==> config.mk <==
export PLATFORM = sky130hd
export DESIGN_NAME = accum_sequencer
export DESIGN_NICKNAME = d
export VERILOG_FILES = /design/src/rtl/accum_pkg.sv /design/src/rtl/trig_edge.sv /design/src/rtl/accum_sequencer.sv
export SDC_FILE = /design/constraint.sdc
export NUM_CORES = 1
export LEC_CHECK = 0
export ABC_AREA = 1
export BUFFER_PORTS_ARGS = -buffer_cell sky130_fd_sc_hd__buf_4
export CORE_MARGIN = 4
export CORE_UTILIZATION = 30
export DETAILED_ROUTE_END_ITERATION = 10
export GPL_TIMING_DRIVEN = 0
export PLACE_DENSITY = 0.54
export SLEW_MARGIN = 0
export SYNTH_ARGS = -nofsm -noshare
export SYNTH_HDL_FRONTEND = slang
export SYNTH_HIERARCHICAL = 1
export SYNTH_SLANG_ARGS = --single-unit
==> constraint.sdc <==
create_clock -name clk -period 1.9 [get_ports clk]
set_input_delay 0.19 -clock clk [delete_from_list [all_inputs] [get_ports clk]]
set_output_delay 0.19 -clock clk [all_outputs]
set_load 0.005 [all_outputs]
==> src/rtl/accum_pkg.sv <==
// rtl/accum_pkg.sv - shared types, widths and default parameters for the accumulation sequencer
package accum_pkg;

    typedef enum logic [2:0] {
        IDLE,
        CLEAR,
        ARM,
        READ,
        DONE
    } state_t;

    localparam int PT_W = 11;
    localparam int MS_W = 17;

    localparam int DEF_FRAME_LEN = 16;
    localparam int DEF_POINT_OFS = 5;
    localparam int DEF_POINTS    = 10;
    localparam int DEF_MEASURES  = 100;

endpackage

==> src/rtl/trig_edge.sv <==
// rtl/trig_edge.sv - registered rising-edge detector for the measurement trigger
// Ports: clk, rst (async, active high), trig (synchronous trigger level),
//        rise (high while trig=1 and the previous-cycle trig was 0)
module trig_edge (
    input  logic clk,
    input  logic rst,
    input  logic trig,
    output logic rise
);

    logic trig_q;

    always_ff @(posedge clk or posedge rst) begin
        if (rst) begin
            trig_q <= 1'b0;
        end else begin
            trig_q <= trig;
        end
    end

    assign rise = trig & ~trig_q;

endmodule

==> src/rtl/accum_sequencer.sv <==
// rtl/accum_sequencer.sv - sequences FIFO reads, point gating and measurement counting for accumulation
// Ports: clk, rst (async, active high); start, abort, trig, fifo_empty, res_ack (controls in);
//        rdreq, acc_en, acc_clr (datapath strobes); cnt_point, cnt_measure (sample tags);
//        busy, res_valid (status)
module accum_sequencer
    import accum_pkg::*;
#(
    parameter int FRAME_LEN = DEF_FRAME_LEN,
    parameter int POINT_OFS = DEF_POINT_OFS,
    parameter int POINTS    = DEF_POINTS,
    parameter int MEASURES  = DEF_MEASURES
) (
    input  logic            clk,
    input  logic            rst,
    input  logic            start,
    input  logic            abort,
    input  logic            trig,
    input  logic            fifo_empty,
    output logic            rdreq,
    output logic            acc_en,
    output logic            acc_clr,
    output logic [PT_W-1:0] cnt_point,
    output logic [MS_W-1:0] cnt_measure,
    output logic            busy,
    output logic            res_valid,
    input  logic            res_ack
);

    if (FRAME_LEN < 1 || FRAME_LEN > (1 << PT_W) || POINT_OFS < 0 || POINTS < 0 ||
        POINT_OFS + POINTS > FRAME_LEN || MEASURES < 1 || MEASURES > (1 << MS_W)) begin : g_param_check
        $error("accum_sequencer: parameters exceed counter widths or frame length");
    end

    localparam logic [PT_W-1:0] LAST_PT = PT_W'(FRAME_LEN - 1);
    localparam logic [MS_W-1:0] LAST_MS = MS_W'(MEASURES - 1);

    state_t state;
    logic   trig_rise;
    logic   in_window;

    trig_edge u_trig_edge (
        .clk  (clk),
        .rst  (rst),
        .trig (trig),
        .rise (trig_rise)
    );

    // Compare in 32 bits so a window ending exactly at 2^PT_W does not wrap.
    assign in_window = (32'(cnt_point) >= 32'(POINT_OFS)) &&
                       (32'(cnt_point) <  32'(POINT_OFS + POINTS));

    assign busy   = (state != IDLE);
    assign rdreq  = (state == READ) && !fifo_empty;
    assign acc_en = rdreq && in_window;

    always_ff @(posedge clk or posedge rst) begin
        if (rst) begin
            state       <= IDLE;
            cnt_point   <= '0;
            cnt_measure <= '0;
            res_valid   <= 1'b0;
            acc_clr     <= 1'b0;
        end else if (abort) begin
            // Abort leaves the accumulator contents alone; only CLEAR wipes it.
            state       <= IDLE;
            cnt_point   <= '0;
            cnt_measure <= '0;
            res_valid   <= 1'b0;
            acc_clr     <= 1'b0;
        end else begin
            acc_clr <= 1'b0;
            case (state)
                IDLE: begin
                    if (start) begin
                        state   <= CLEAR;
                        acc_clr <= 1'b1;
                    end
                end
                CLEAR: begin
                    cnt_point   <= '0;
                    cnt_measure <= '0;
                    state       <= ARM;
                end
                ARM: begin
                    if (trig_rise) begin
                        state <= READ;
                    end
                end
                READ: begin
                    // An empty FIFO simply stalls the frame; counters hold.
                    if (!fifo_empty) begin
                        if (cnt_point == LAST_PT) begin
                            cnt_point <= '0;
                            if (cnt_measure == LAST_MS) begin
                                state     <= DONE;
                                res_valid <= 1'b1;
                            end else begin
                                cnt_measure <= cnt_measure + 1'b1;
                                state       <= ARM;
                            end
                        end else begin
                            cnt_point <= cnt_point + 1'b1;
                        end
                    end
                end
                DONE: begin
                    if (res_ack) begin
                        state     <= IDLE;
                        res_valid <= 1'b0;
                    end
                end
                default: state <= IDLE;
            endcase
        end
    end

endmodule

# After elaboration in Yosys (flattened, before gate mapping)
# Cells that the tools add are included.
# word_totals
ff_bits	34
word_cells	63
# classes
n_addsub	2
order_cmp	2
n_eq_ne	13
muxes	26
bitwise	2
n_reduce_logical	12
# ops
op	count
$mux 17	4
$pmux 17 s2	1
$mux 11	3
$pmux 11 s2	1
$mux 3	7
$add 17x1->17 const B	1
$eq 17x7->1 const B	1
$ne 3x3->1 const B	5
$pmux 3 s5	1
$add 11x1->11 const B	1
$eq 11x4->1 const B	1
$ge 11x3->1 const B	1
$lt 11x4->1 const B	1
$reduce_and 5->1	2
$reduce_bool 3->1	3
$mux 1	8
$eq 3x2->1 const B	2
$ne 3x2->1 const B	2
$reduce_and 4->1	1
$eq 3x1->1 const B	1
$eq 3x3->1 const B	1
$logic_and 1x1->1	3
$logic_not 3->1	1
$pmux 1 s2	1
4 further kinds	4

# Logic depth before layout (Yosys ltp)
# logic_depth
word_depth	6
ltp_mapped	13
depth_no_buf	11

# Modules after synthesis
# Netlist, hierarchy kept.
# modules_own_cells
module	n_inst	cells_each	area_each_um2	seq_area_each_um2
accum_sequencer	1	313	2237.1	825.8
trig_edge	1	4	38.8	25.0

# Worst setup path before layout
# Ideal clock, no wire load.
# synth_path
path_type	reg-to-reg
startpoint	register cnt_point[0]
endpoint	register cnt_measure[0]
setup_time_ps	118
arrival_time_ps	1520
required_time_ps	1782
setup_slack_ps	262
stages_incl_launch_ff	12
period_less_slack_ps	1638
path_cell_list	dfrtp_1 -> ha_1 -> nand3_2 -> nor2_1 -> nand2_1 -> nand2_4 -> nand2_8 -> inv_4 -> nand2_4 -> buf_6 -> nand2_1 -> o21ai_2
# synth_via
elab_chain_len	3
# synth_rtl
element	line_no	rtl
from (decl)	accum_sequencer.sv:22	output logic [PT_W-1:0] cnt_point,
from (signal assigned)	accum_sequencer.sv:102	cnt_point <= cnt_point + 1'b1;
$eq 11x4->1	accum_sequencer.sv:92	if (cnt_point == LAST_PT) begin
$ne 3x2->1 (no source line)	n/a	
$reduce_and 4->1 (no source line)	n/a	
to (signal assigned)	accum_sequencer.sv:98	cnt_measure <= cnt_measure + 1'b1;
to (decl)	accum_sequencer.sv:23	output logic [MS_W-1:0] cnt_measure,
# No other way between the ends.
# A chain may end at the register's enable or synchronous reset.

# Worst setup path after layout
# layout_path
startpoint	register cnt_point[0]
endpoint	output acc_en
# layout_via
elab_chain_len	3
# layout_rtl
element	line_no	rtl
$ge 11x3->1 / $lt 11x4->1 (equally long branches)	accum_sequencer.sv:49, accum_sequencer.sv:50	
$logic_and 1x1->1 (*)	accum_sequencer.sv:49	assign in_window = (32'(cnt_point) >= 32'(POINT_OFS)) &&
$logic_and 1x1->1 (*)	accum_sequencer.sv:54	assign acc_en = rdreq && in_window;
to (decl)	accum_sequencer.sv:20	output logic acc_en,
# Every way passes the cells marked *; elsewhere a longest branch is shown, timed or not.

==> flow_summary.json <==
{
  "clk_pin_slew_ns": 0.08,
  "cts_root_buf": "sky130_fd_sc_hd__clkbuf_8",
  "core_area_sq_mm": 0.00733,
  "cp-end-kind": "primary output",
  "postPlaceCellArea_sq_mm": 0.00269,
  "timing.critical_path.fanout_max": 4,
  "fin_ws_ns": 0.104,
  "min_delay_worst_endpoint": "u_trig_edge/trig_q",
  "routedWlPerCell_um": 13.0,
  "place_congestion": 0.874,
  "ir_worst_vdd_mv": 0.399,
  "placement.io_buffers": 38,
  "clkPwrFrac_pct": 27.5,
  "final-max-slew-violation-count": 0,
  "min_path_cells": 1,
  "max-cap-violations": 0,
  "post_route_cells_drive_above_1_share_pct": 24.4,
  "worstSetupStartpointType": "register",
  "fin_worst_hold_slack_ns": 0.0158,
  "synth-compound-area-share_pct": 9.02,
  "synth_xor_xnor_area_share_pct": 3.46,
  "drtAntennaViolNets": 0,
  "clkSinkCount": 34,
  "fin_worst_skew_ns": 0.0114,
  "drt-total-wl_um": 6160,
  "postSynthRegisterBits": 34,
  "power.switching_fraction_pct": 36.4,
  "tritoncts_clock_tree": "yes",
  "die_h_um": 95.1,
  "post_synth_simple_gate_area_pct": 40.4,
  "clk_latency_ns": 0.29,
  "synthTopCellsByArea": "sky130_fd_sc_hd__dfrtp_1 37%, sky130_fd_sc_hd__nand2_1 14%, sky130_fd_sc_hd__nor2_1 8.6%",
  "row_count": 31,
  "die_w_um": 95.1,
  "grt_first_pass_wirelength_um": 10500,
  "finalHoldViolations": 0,
  "final_common_cell": "sky130_fd_sc_hd__nand2_1",
  "finish.net_count": 382,
  "hpwl_um": 4560,
  "p_comb_share_pct": 33.9,
  "cts_max_level": 2,
  "switching_power_uw": 761,
  "layout.cells.most_common_list": "83 x sky130_fd_sc_hd__nand2_1, 48 x sky130_fd_sc_hd__nor2_1, 47 x sky130_fd_sc_hd__buf_4",
  "synth.lib_cells_used.distinct": 32,
  "number_of_antenna_violations_at_the_first_check_in_global_routing": 0,
  "num_io_pins": 40,
  "reg_to_reg_slack_setup_ns": 0.14,
  "min_period_ns": 1.80,
  "grt.overflow.total": 0,
  "post-place-ws_ns": -0.0376,
  "ys.warnings.count": 6,
  "drt_first_iter_violations": 72,
  "largest_family_of_logic_cells_by_synthesized_area": "simple AND/OR/NAND/NOR gates",
  "synth_fa_ha_area_share_pct": 1.65,
  "worstHoldPathType": "primary input to register",
  "critPathArrivalTime_ns": 1.61,
  "p_leak_uw": 0.00137,
  "initial_utilization_pct": 31.0,
  "post_synth_instance_area_sq_mm": 0.00228,
  "grt_usage_pct": 14.6,
  "powerDensity_mw_per_mm2": 720,
  "dr.pass1.iters": 4,
  "share_of_cell_area_taken_by_muxes_after_synthesis_pct": 0,
  "hold_start": "trig",
  "min_period_over_period_pct": 94.5,
  "via_to_cell_ratio": 4.70,
  "seqPwrFrac_pct": 38.5,
  "critical_path.reg2reg.startpoint": "cnt_point[1]",
  "finalInstanceArea_sq_mm": 0.00290,
  "yosysTopAreaCellShare_pct": 37.4,
  "number_of_antenna_diodes": 0,
  "design.die.area_sq_mm": 0.00904,
  "synth.avg_cell_area_sq_um": 7.18,
  "worstRegToRegCells": 11,
  "remaining_drc_errors": 0,
  "cts-root-to-sink-buffers": 2,
  "final-setup-viol-count": 0,
  "postSynthNetCount": 327,
  "run_status": "finished clean",
  "post_synth_inst_count": 317,
  "dr_total_vias": 2220,
  "cts_made_buffers": 5,
  "max_slew_headroom_at_the_worst_pin_pct": 51.2,
  "setup.worst_path.class": "register to primary output",
  "post-synth-top-area-cell": "sky130_fd_sc_hd__dfrtp_1",
  "timing.critical_path.required_ns": 1.71,
  "flow.area_growth_from_synthesis_pct": 27.5,
  "timing_worst_slew_pin_value_ns": 0.731,
  "p_int_uw": 1330,
  "share_of_synthesized_area_occupied_by_flip_flops_and_latches_pct": 37.4,
  "rr_endpoint": "cnt_measure[7]",
  "first_global_vias": 2176,
  "maxClockFrequency_mhz": 557,
  "grt_max_degree": 34
}
==> critical path, cell delays in order, from the launching register on <==
cell and delay (ns):
sky130_fd_sc_hd__dfrtp_2 0.43, sky130_fd_sc_hd__buf_4 0.15, sky130_fd_sc_hd__ha_1 0.20, sky130_fd_sc_hd__o31ai_2 0.28, sky130_fd_sc_hd__a211oi_2 0.11, sky130_fd_sc_hd__buf_4 0.14
==> worst max path at each step <==
stage	start	end	cells after the start	slack, ns
floorplan	cnt_point[0]	cnt_measure[0]	11	0.26
CTS	cnt_point[1]	cnt_measure[0]	11	0.02
finish	cnt_point[0]	acc_en	5	0.10
detailed placement	state[1]	acc_en	7	-0.04
global route	cnt_point[0]	acc_en	5	-0.002
global placement	state[1]	acc_en	7	-0.04
==> cell families (layout without fill, tap and decap cells) <==
family,Yosys count,after routing
simple gates,197,197
compound gates,34,34
flops,34,34
fa+ha+maj,3,3
xor+xnor,9,9
buf+inv,40,96
==> state kept, by name, indices dropped and copies added (netlist names) <==
| name | count |
|---|---|
| cnt_point | 11 |
| state | 3 |
| res_valid | 1 |
| u_trig_edge/trig_q | 1 |
| acc_clr | 1 |
| cnt_measure | 17 |
==> cells in the mapped netlist <==
library cell,count
sky130_fd_sc_hd__nand2_1,83
sky130_fd_sc_hd__nor2_1,52
sky130_fd_sc_hd__dfrtp_1,34
sky130_fd_sc_hd__inv_1,30
sky130_fd_sc_hd__nand3_1,24
sky130_fd_sc_hd__nand4_1,15
sky130_fd_sc_hd__nor3_1,9
sky130_fd_sc_hd__o21ai_0,9
sky130_fd_sc_hd__o21ai_1,8
sky130_fd_sc_hd__xor2_1,7
sky130_fd_sc_hd__a21oi_1,5
sky130_fd_sc_hd__nand2_4,4
sky130_fd_sc_hd__o21ai_2,4
sky130_fd_sc_hd__o21bai_1,4
sky130_fd_sc_hd__buf_6,3
sky130_fd_sc_hd__ha_1,3
sky130_fd_sc_hd__buf_2,2
sky130_fd_sc_hd__inv_4,2
sky130_fd_sc_hd__nand2_8,2
sky130_fd_sc_hd__nor2_2,2
sky130_fd_sc_hd__o31ai_1,2
sky130_fd_sc_hd__or2_2,2
sky130_fd_sc_hd__xnor2_1,2
sky130_fd_sc_hd__a211oi_1,1
sky130_fd_sc_hd__clkbuf_1,1
sky130_fd_sc_hd__inv_2,1
sky130_fd_sc_hd__inv_6,1
sky130_fd_sc_hd__nand2_2,1
sky130_fd_sc_hd__nand3_2,1
sky130_fd_sc_hd__nor2_8,1
sky130_fd_sc_hd__nor4_1,1
sky130_fd_sc_hd__o211ai_1,1
==> power by group through the flow <==
| stage | registers, uW | logic [uW] | clock network [uW] |
|---|---|---|---|
| floorplan | 816 | 440 | 0 |
| global placement | 823 | 626 | 0 |
| detailed placement | 824 | 630 | 0 |
| CTS | 803 | 673 | 592 |
| global route | 809 | 797 | 622 |
| finish | 805 | 709 | 575 |
==> metal layers <==
metal / global-route usage [%] / routed length, um
met1: 20.1 / 3040
met2: 22.9 / 2820
met3: 2.92 / 206
met4: 4.69 / 85
met5: 0 / 0
==> timing repair <==
action                     4_1_cts  5_1_grt
setup endpoints to repair       10       20
hold endpoints to repair         1        0
resized for setup                5        9
hold buffers                     1        0
pin swaps                        1        1
setup buffers                    2        7
==> cell type report <==
class                           count  area [sq um]
Buffer                              6          47.5
Clock buffer                        7          86.3
Clock inverter                      1          5.00
Fill cell                         784          4430
Inverter                           34           138
Multi-Input combinational cell    243          1280
Sequential cell                    34           853
Tap cell                           99           124
Timing Repair Buffer               48           363
==> per-stage QoR <==
step	total power, uW	util (%)	instances	TNS [ns]
after floorplan	1260	-	317	0
after global placement	1450	36.6	454	-0.0411
after detailed placement	1450	36.6	454	-0.0376
after CTS	2070	38.4	465	0
after global routing	2230	39.6	472	-0.00264
final	2090	39.6	472	0
(Power assumes the default switching activity.)
